### config.mk
export PLATFORM = sky130hd
export DESIGN_NAME = fetch_queue
export DESIGN_NICKNAME = d
export VERILOG_FILES = /design/src/rtl/fetch_queue_pkg.sv /design/src/rtl/fetch_lane_compact.sv /design/src/rtl/fetch_queue.sv
export SDC_FILE = /design/constraint.sdc
export NUM_CORES = 2
export LEC_CHECK = 0
export CORE_MARGIN = 2
export CORE_UTILIZATION = 40
export DETAILED_ROUTE_END_ITERATION = 10
export MAX_ROUTING_LAYER = met4
export PLACE_DENSITY = 0.66
export SYNTH_ARGS = -nofsm -noshare
export SYNTH_HDL_FRONTEND = slang
export SYNTH_SLANG_ARGS = --single-unit
### constraint.sdc
create_clock -name clk -period 5.8 [get_ports clk]
set_input_delay 1.16 -clock clk [delete_from_list [all_inputs] [get_ports clk]]
set_output_delay 1.16 -clock clk [all_outputs]
set_load 0.02 [all_outputs]
### src/rtl/fetch_queue_pkg.sv
// Shared fetch-side types and constants for the multi-lane fetch queue.
`ifndef ADDR_WIDTH
`define ADDR_WIDTH 32
`endif

package fetch_queue_pkg;

  localparam int unsigned FQ_ADDR_WIDTH = `ADDR_WIDTH;
  localparam int unsigned INSTR_WIDTH   = 32;

  // One fetched instruction with its branch prediction; also the lane
  // payload of the future multi-lane fetch_out interface.
  typedef struct packed {
    logic [FQ_ADDR_WIDTH-1:0] pc;
    logic [INSTR_WIDTH-1:0]   instr;
    logic                     guesses_branch;
    logic [FQ_ADDR_WIDTH-1:0] prediction;
  } fetch_entry_t;

  // Flattened entry width for a given address width, laid out like
  // fetch_entry_t: {pc, instr, guesses_branch, prediction}.
  function automatic int unsigned entry_width(int unsigned addr_w);
    return 2 * addr_w + INSTR_WIDTH + 1;
  endfunction

endpackage

### src/rtl/fetch_lane_compact.sv
// Packs the valid lanes of a group into a dense prefix (lane order kept)
// and reports how many lanes were valid.
module fetch_lane_compact #(
  parameter int unsigned LANES = 2,
  parameter int unsigned W     = 8
) (
  input  logic [LANES-1:0]             valid_i,
  input  logic [LANES*W-1:0]           data_i,
  output logic [LANES*W-1:0]           dense_o,
  output logic [$clog2(LANES+1)-1:0]   count_o
);

  // Walk lanes oldest-first; each valid lane lands in the next free slot.
  always_comb begin
    dense_o = '0;
    count_o = '0;
    for (int i = 0; i < LANES; i++) begin
      if (valid_i[i]) begin
        dense_o[count_o*W +: W] = data_i[i*W +: W];
        count_o = count_o + 1'b1;
      end
    end
  end

endmodule

### src/rtl/fetch_queue.sv
// Multi-lane instruction buffer between fetch and decode. Circular storage
// with head/tail pointers and an occupancy count; flushed on mispredict.
module fetch_queue
  import fetch_queue_pkg::*;
#(
  parameter int unsigned FETCH_WIDTH  = 2,
  parameter int unsigned DECODE_WIDTH = 2,
  parameter int unsigned DEPTH        = 8,
  parameter int unsigned ADDR_WIDTH   = FQ_ADDR_WIDTH
) (
  input  logic                                 clk,
  input  logic                                 n_rst,
  input  logic [FETCH_WIDTH-1:0]               in_valid,
  input  logic [FETCH_WIDTH*ADDR_WIDTH-1:0]    in_pc,
  input  logic [FETCH_WIDTH*INSTR_WIDTH-1:0]   in_instr,
  input  logic [FETCH_WIDTH-1:0]               in_guesses_branch,
  input  logic [FETCH_WIDTH*ADDR_WIDTH-1:0]    in_prediction,
  output logic                                 in_ready,
  output logic [DECODE_WIDTH-1:0]              out_valid,
  output logic [DECODE_WIDTH*ADDR_WIDTH-1:0]   out_pc,
  output logic [DECODE_WIDTH*INSTR_WIDTH-1:0]  out_instr,
  output logic [DECODE_WIDTH-1:0]              out_guesses_branch,
  output logic [DECODE_WIDTH*ADDR_WIDTH-1:0]   out_prediction,
  input  logic [DECODE_WIDTH-1:0]              out_ready,
  input  logic                                 flush,
  output logic [$clog2(DEPTH+1)-1:0]           occupancy
);

  localparam int unsigned ENTRY_W = entry_width(ADDR_WIDTH);
  localparam int unsigned PTR_W   = $clog2(DEPTH);
  localparam int unsigned CNT_W   = $clog2(DEPTH+1);
  localparam int unsigned FCNT_W  = $clog2(FETCH_WIDTH+1);
  localparam int unsigned DCNT_W  = $clog2(DECODE_WIDTH+1);

  logic [ENTRY_W-1:0] mem_q [DEPTH];
  logic [PTR_W-1:0]   head_q, head_d;
  logic [PTR_W-1:0]   tail_q, tail_d;
  logic [CNT_W-1:0]   count_q, count_d;

  logic [FETCH_WIDTH*ENTRY_W-1:0] lane_entries;
  logic [FETCH_WIDTH*ENTRY_W-1:0] dense_entries;
  logic [FCNT_W-1:0]              enq_n;
  logic                           enq_fire;
  logic [DCNT_W-1:0]              deq_n;
  logic                           deq_run;

  for (genvar gi = 0; gi < FETCH_WIDTH; gi++) begin : g_pack
    assign lane_entries[gi*ENTRY_W +: ENTRY_W] = {
      in_pc[gi*ADDR_WIDTH +: ADDR_WIDTH],
      in_instr[gi*INSTR_WIDTH +: INSTR_WIDTH],
      in_guesses_branch[gi],
      in_prediction[gi*ADDR_WIDTH +: ADDR_WIDTH]
    };
  end

  fetch_lane_compact #(
    .LANES (FETCH_WIDTH),
    .W     (ENTRY_W)
  ) u_compact (
    .valid_i (in_valid),
    .data_i  (lane_entries),
    .dense_o (dense_entries),
    .count_o (enq_n)
  );

  // Room for a whole group, judged on the registered count only.
  assign in_ready  = (32'(count_q) + FETCH_WIDTH) <= DEPTH;
  assign enq_fire  = in_ready & (|in_valid) & ~flush;
  assign occupancy = count_q;

  for (genvar gi = 0; gi < DECODE_WIDTH; gi++) begin : g_out
    logic [PTR_W-1:0]   rd_addr;
    logic [ENTRY_W-1:0] rd_entry;
    assign rd_addr  = head_q + PTR_W'(gi);
    assign rd_entry = mem_q[rd_addr];
    assign out_valid[gi] = ~flush & (32'(count_q) > gi);
    assign out_pc[gi*ADDR_WIDTH +: ADDR_WIDTH]         = rd_entry[ENTRY_W-1 -: ADDR_WIDTH];
    assign out_instr[gi*INSTR_WIDTH +: INSTR_WIDTH]    = rd_entry[ADDR_WIDTH+1 +: INSTR_WIDTH];
    assign out_guesses_branch[gi]                      = rd_entry[ADDR_WIDTH];
    assign out_prediction[gi*ADDR_WIDTH +: ADDR_WIDTH] = rd_entry[ADDR_WIDTH-1:0];
  end

  // Count the leading run of consumed lanes; ready bits after a gap are ignored.
  always_comb begin
    deq_n   = '0;
    deq_run = 1'b1;
    for (int i = 0; i < DECODE_WIDTH; i++) begin
      deq_run = deq_run & out_valid[i] & out_ready[i];
      if (deq_run) deq_n = deq_n + 1'b1;
    end
  end

  // Next pointers/count; a flush empties the queue and drops this cycle's enqueue.
  always_comb begin
    head_d  = head_q;
    tail_d  = tail_q;
    count_d = count_q;
    if (flush) begin
      head_d  = '0;
      tail_d  = '0;
      count_d = '0;
    end else begin
      head_d  = head_q + PTR_W'(deq_n);
      if (enq_fire) tail_d = tail_q + PTR_W'(enq_n);
      count_d = count_q + (enq_fire ? CNT_W'(enq_n) : CNT_W'(0)) - CNT_W'(deq_n);
    end
  end

  // Pointer and count registers, cleared asynchronously.
  always_ff @(posedge clk or negedge n_rst) begin
    if (!n_rst) begin
      head_q  <= '0;
      tail_q  <= '0;
      count_q <= '0;
    end else begin
      head_q  <= head_d;
      tail_q  <= tail_d;
      count_q <= count_d;
    end
  end

  // Entry storage: compacted lanes are written at tail, tail+1, ... with wrap.
  always_ff @(posedge clk) begin
    if (enq_fire) begin
      for (int k = 0; k < FETCH_WIDTH; k++) begin
        if (FCNT_W'(k) < enq_n) begin
          mem_q[tail_q + PTR_W'(k)] <= dense_entries[k*ENTRY_W +: ENTRY_W];
        end
      end
    end
  end

  a_count_bound: assert property (@(posedge clk) disable iff (!n_rst)
    count_q <= CNT_W'(DEPTH));
  a_valid_prefix: assert property (@(posedge clk) disable iff (!n_rst)
    (out_valid & (out_valid + 1'b1)) == '0);
  a_ptr_consistent: assert property (@(posedge clk) disable iff (!n_rst)
    (head_q + PTR_W'(count_q)) == tail_q);

endmodule

==> metrics.md <==
| Metric | Value |
|---|---|
| Crit path buffers/inverters | 2 |
| Worst r2r src | occupancy[1]$_DFF_PN0_ |
| Vias in the first global route | 30,779 |
| P_sw | 6.912 mW |
| CTS tree | built |
| TritonCTS buffer count | 85 |
| Critical path's top delay family | buffers and inverters |
| Final Hold Viols | 0 |
| Io pins | 402 |
| Status | finished, final reports clean |
| Min Clock Period, post-route | 5.084 ns |
| Comb pwr share | 39.8% |
| Worst EP arrival | 3.92 ns |
| CP Data Required Time | 4.64 ns |
| Skew final | 0.02403 ns |
| Initial antenna violation count | 4 |
| CP endpoint kind | primary output |
| Crit-path max FO | 36 |
| Sequential group share of total power | 33.7% |
| Share of cells above drive strength 1 | 25.90% |
| Yosys reg bits | 786 |
| Max incr delay on CP | 0.84 ns |
| Post-CTS Hold Fix Bufs | 0 |
| Leading cell type in the layout, fill and taps excluded | mux2i_1 |
| Antenna Nets Post-Route | 0 |
| Cells after Synth | 2,681 |
| Adder-cell area share of the yosys netlist | 0.5608% |
| Vias per cell | 6.220 |
| RePlAce Congestion | 0.8049 |
| Worst-Skew Late Latency | 0.65 ns |
| Die ar. | 116,500 sq um |
| Clk root buf | clkbuf_16 |
| Avg Inst Size Synth | 16.98 sq um |
| Remaining Overflow, GRT | 0 |
| FMAX | 196.7 MHz |
| Port Buf Inserts | 401 |
| Simple-Gate Fraction of Synth Area | 1.410% |
| Dpl cells | 4,416 |
| Setup TNS | 0 ns |
| Routed WL per cell | 30.98 microns |
| Critical path class | flip-flop to primary output |
| Clock power share | 26.5% |
| CTS sink count | 786 |
| Peak supply drop | 0.0003346 V |
| Synth top area share | 51.20% |
| Largest family of logic cells by synthesized area | multiplexers |
| Part of the cycle the worst path needs | 87.65% |
| Number of synthesis warnings | 0 |
| Leak | 17.16 nW |
| Die X | 341.3 microns |
| Worst Max-Slew Pin Slew | 1.119 ns |
| Final #Nets | 3,222 |
| Library cells used by synthesis | 37 |
| Core footprint | 112,700 sq um |
| Final Non-Filler Cells | 4,573 |
| Overall Global Routing Usage | 24.80% |
| Critical path's slowest cell | ha_4 |
| Internal | 14.28 mW |
| Setup Fix Bufs, Post-CTS | 0 |
| Post-Syn Nets | 2,900 |
| Startpoint Class | flip-flop |
| Area leader, netlist | edfxtp_1 |
| Pin count of the biggest net entering global routing | 150 |
| Post-synthesis mux area share | 41.11% |
| First-pass GRT wire length | 206.0 mm |
| Clock Tree Buf Depth | 3 |
| RSZ-0062 raised after global routing | false |
| Max-slew headroom at the worst pin | 25.38% |
| Total power | 21.19 mW |
| Setup crit start | head_q[0]$_DFF_PN0_ |
| Final Instance Area | 54,060 sq um |
| Synth Area in Compound Gates | 1.842% |
| Post-Synth XOR/XNOR Area | 0.1539% |
| Cell Area, Synth | 45,510 sq um |
| DRT iter0 DRCs | 2,644 |
| Register area share after synthesis | 51.75% |
| PwrDens | 392.0 nW/um^2 |
| Crit-path cells | ha_4 > buf_4 > mux4_2 > mux2_2 > clkdlybuf4s50_1 |
| Row cnt | 123 |
| Max-cap viol count | 0 |
| Pre-antenna DRT Iters | 5 |
| Reg clk slew, reported paths | 0.06 ns |
| Synthesis-to-layout area growth | 18.78% |
| Final wirelength | 141.7 mm |
| # setup viols final | 0 |
| DRC viols | 0 |
| Most used DFF post-synth | edfxtp_1 |
| Cts repair resizes | 0 |
| H-tree Lvls | 3 |
| Die Ht | 341.3 microns |
| Switching Fraction | 32.62% |
| Critical hold path startpoint | tail_q[2]$_DFFE_PN0P_ |
| DP HPWL | 80.31 mm |
| Via count | 28,445 |
| Slew Limit Fails | 0 |
| Asr flop ratio synth | 1.272% |
| Initial Util | 40.40% |
| Most frequent cells in the layout | mux2i_1 (778), edfxtp_1 (776), clkdlybuf4s50_1 (400) |
| Post-synth EDFFs | 776 |
| HP Class | flip-flop to flip-flop |
| Synth area leaders | edfxtp_1 (51%), mux4_2 (19%), mux2i_1 (17%) |
| Reg2reg setup slack | 2.50 ns |
| Area of placed instances | 51,220 sq um |
per-stage QoR:
stage	utilization, %	hold WS [ns]	setup WS [ns]
after floorplan	-	0.6083	0.7198
after global placement	45.47	0.7017	1.413
after detailed placement	45.47	0.7162	1.383
after CTS	47.98	0.7307	0.6716
after global routing	47.99	0.7874	0.6123
final	47.99	0.7345	0.7161
state kept, by name, indices dropped and copies added, names as in the netlist:
| name | count |
|---|---|
| tail_q | 3 |
| head_q | 3 |
| occupancy | 4 |
| mem_q | 776 |
power groups by stage:
stage	logic (mW)	clock network [mW]	registers, mW
final	8.44	5.62	7.14
after global routing	8.85	5.90	7.19
after CTS	8.51	5.70	7.13
after global placement	8.37	0	7.21
after detailed placement	8.45	0	7.25
after floorplan	5.21	0	7.17
cells in the mapped netlist (2+ instances only):
| library cell | instances |
|---|---|
| mux2i_1 | 778 |
| edfxtp_1 | 776 |
| mux4_2 | 388 |
| mux2_2 | 194 |
| a22oi_1 | 102 |
| nand2_1 | 101 |
| buf_2 | 100 |
| clkbuf_1 | 65 |
| buf_4 | 35 |
| nor2_1 | 24 |
| buf_6 | 16 |
| ha_1 | 14 |
| inv_1 | 13 |
| dfrtp_1 | 10 |
| buf_12 | 8 |
| nor3_1 | 7 |
| nor2b_1 | 6 |
| buf_1 | 5 |
| a21oi_1 | 4 |
| fa_1 | 4 |
| xnor2_1 | 4 |
| xor2_1 | 4 |
| nand2b_1 | 3 |
| a32oi_1 | 2 |
| and3_1 | 2 |
| buf_8 | 2 |
| nand3_1 | 2 |
| nor3_2 | 2 |
| or3_1 | 2 |
worst reg2reg max path: stages, from the launching register on:
cell	delay, ns
dfrtp_1	0.60
ha_1	0.32
nor3b_2	0.27
o21ai_0	0.29
nor3b_1	0.36
fa_1	0.52
ha_1	0.30
a21o_1	0.16
a21oi_1	0.18
xnor2_1	0.14
nor2_1	0.05
path summary, 6_finish.rpt:
path	end	cells after the start
min	tail_q[2]$_DFFE_PN0P_	2
min reg2reg	tail_q[2]$_DFFE_PN0P_	2
min in group asynchronous	tail_q[2]$_DFFE_PN0P_	1
max in group asynchronous	head_q[1]$_DFF_PN0_	1
max	out_pc[36]	5
max reg2reg	occupancy[3]$_DFF_PN0_	10
layout make-up:
class	instances	area [sq um]
inverter	13	48.80
fill	9424	58590
clock buffer	101	2240
clock inverter	53	594.3
antenna	3	7.507
multi-input combinational	1651	20680
sequential	786	23560
tap	1500	1877
timing repair buffer	466	5050
metal layers:
layer | global-route usage (%) | routed length [microns]
met5 | - | 0
met4 | 9.866 | 5475
met3 | 3.444 | 9996
met2 | 40.44 | 70080
met1 | 31.39 | 56130
cell families (layout without fill, tap and decap cells):
family	count (synthesis)	in the layout
xor gates and xnor gates	8	8
AOI/OAI and AO/OA	113	113
other	0	3
DFF	786	786
muxes	1360	1360
adders and majority gates	18	18
buffers and inverters	244	633
and+or+nand+nor	152	152
Power figures use the tool's default switching activity.
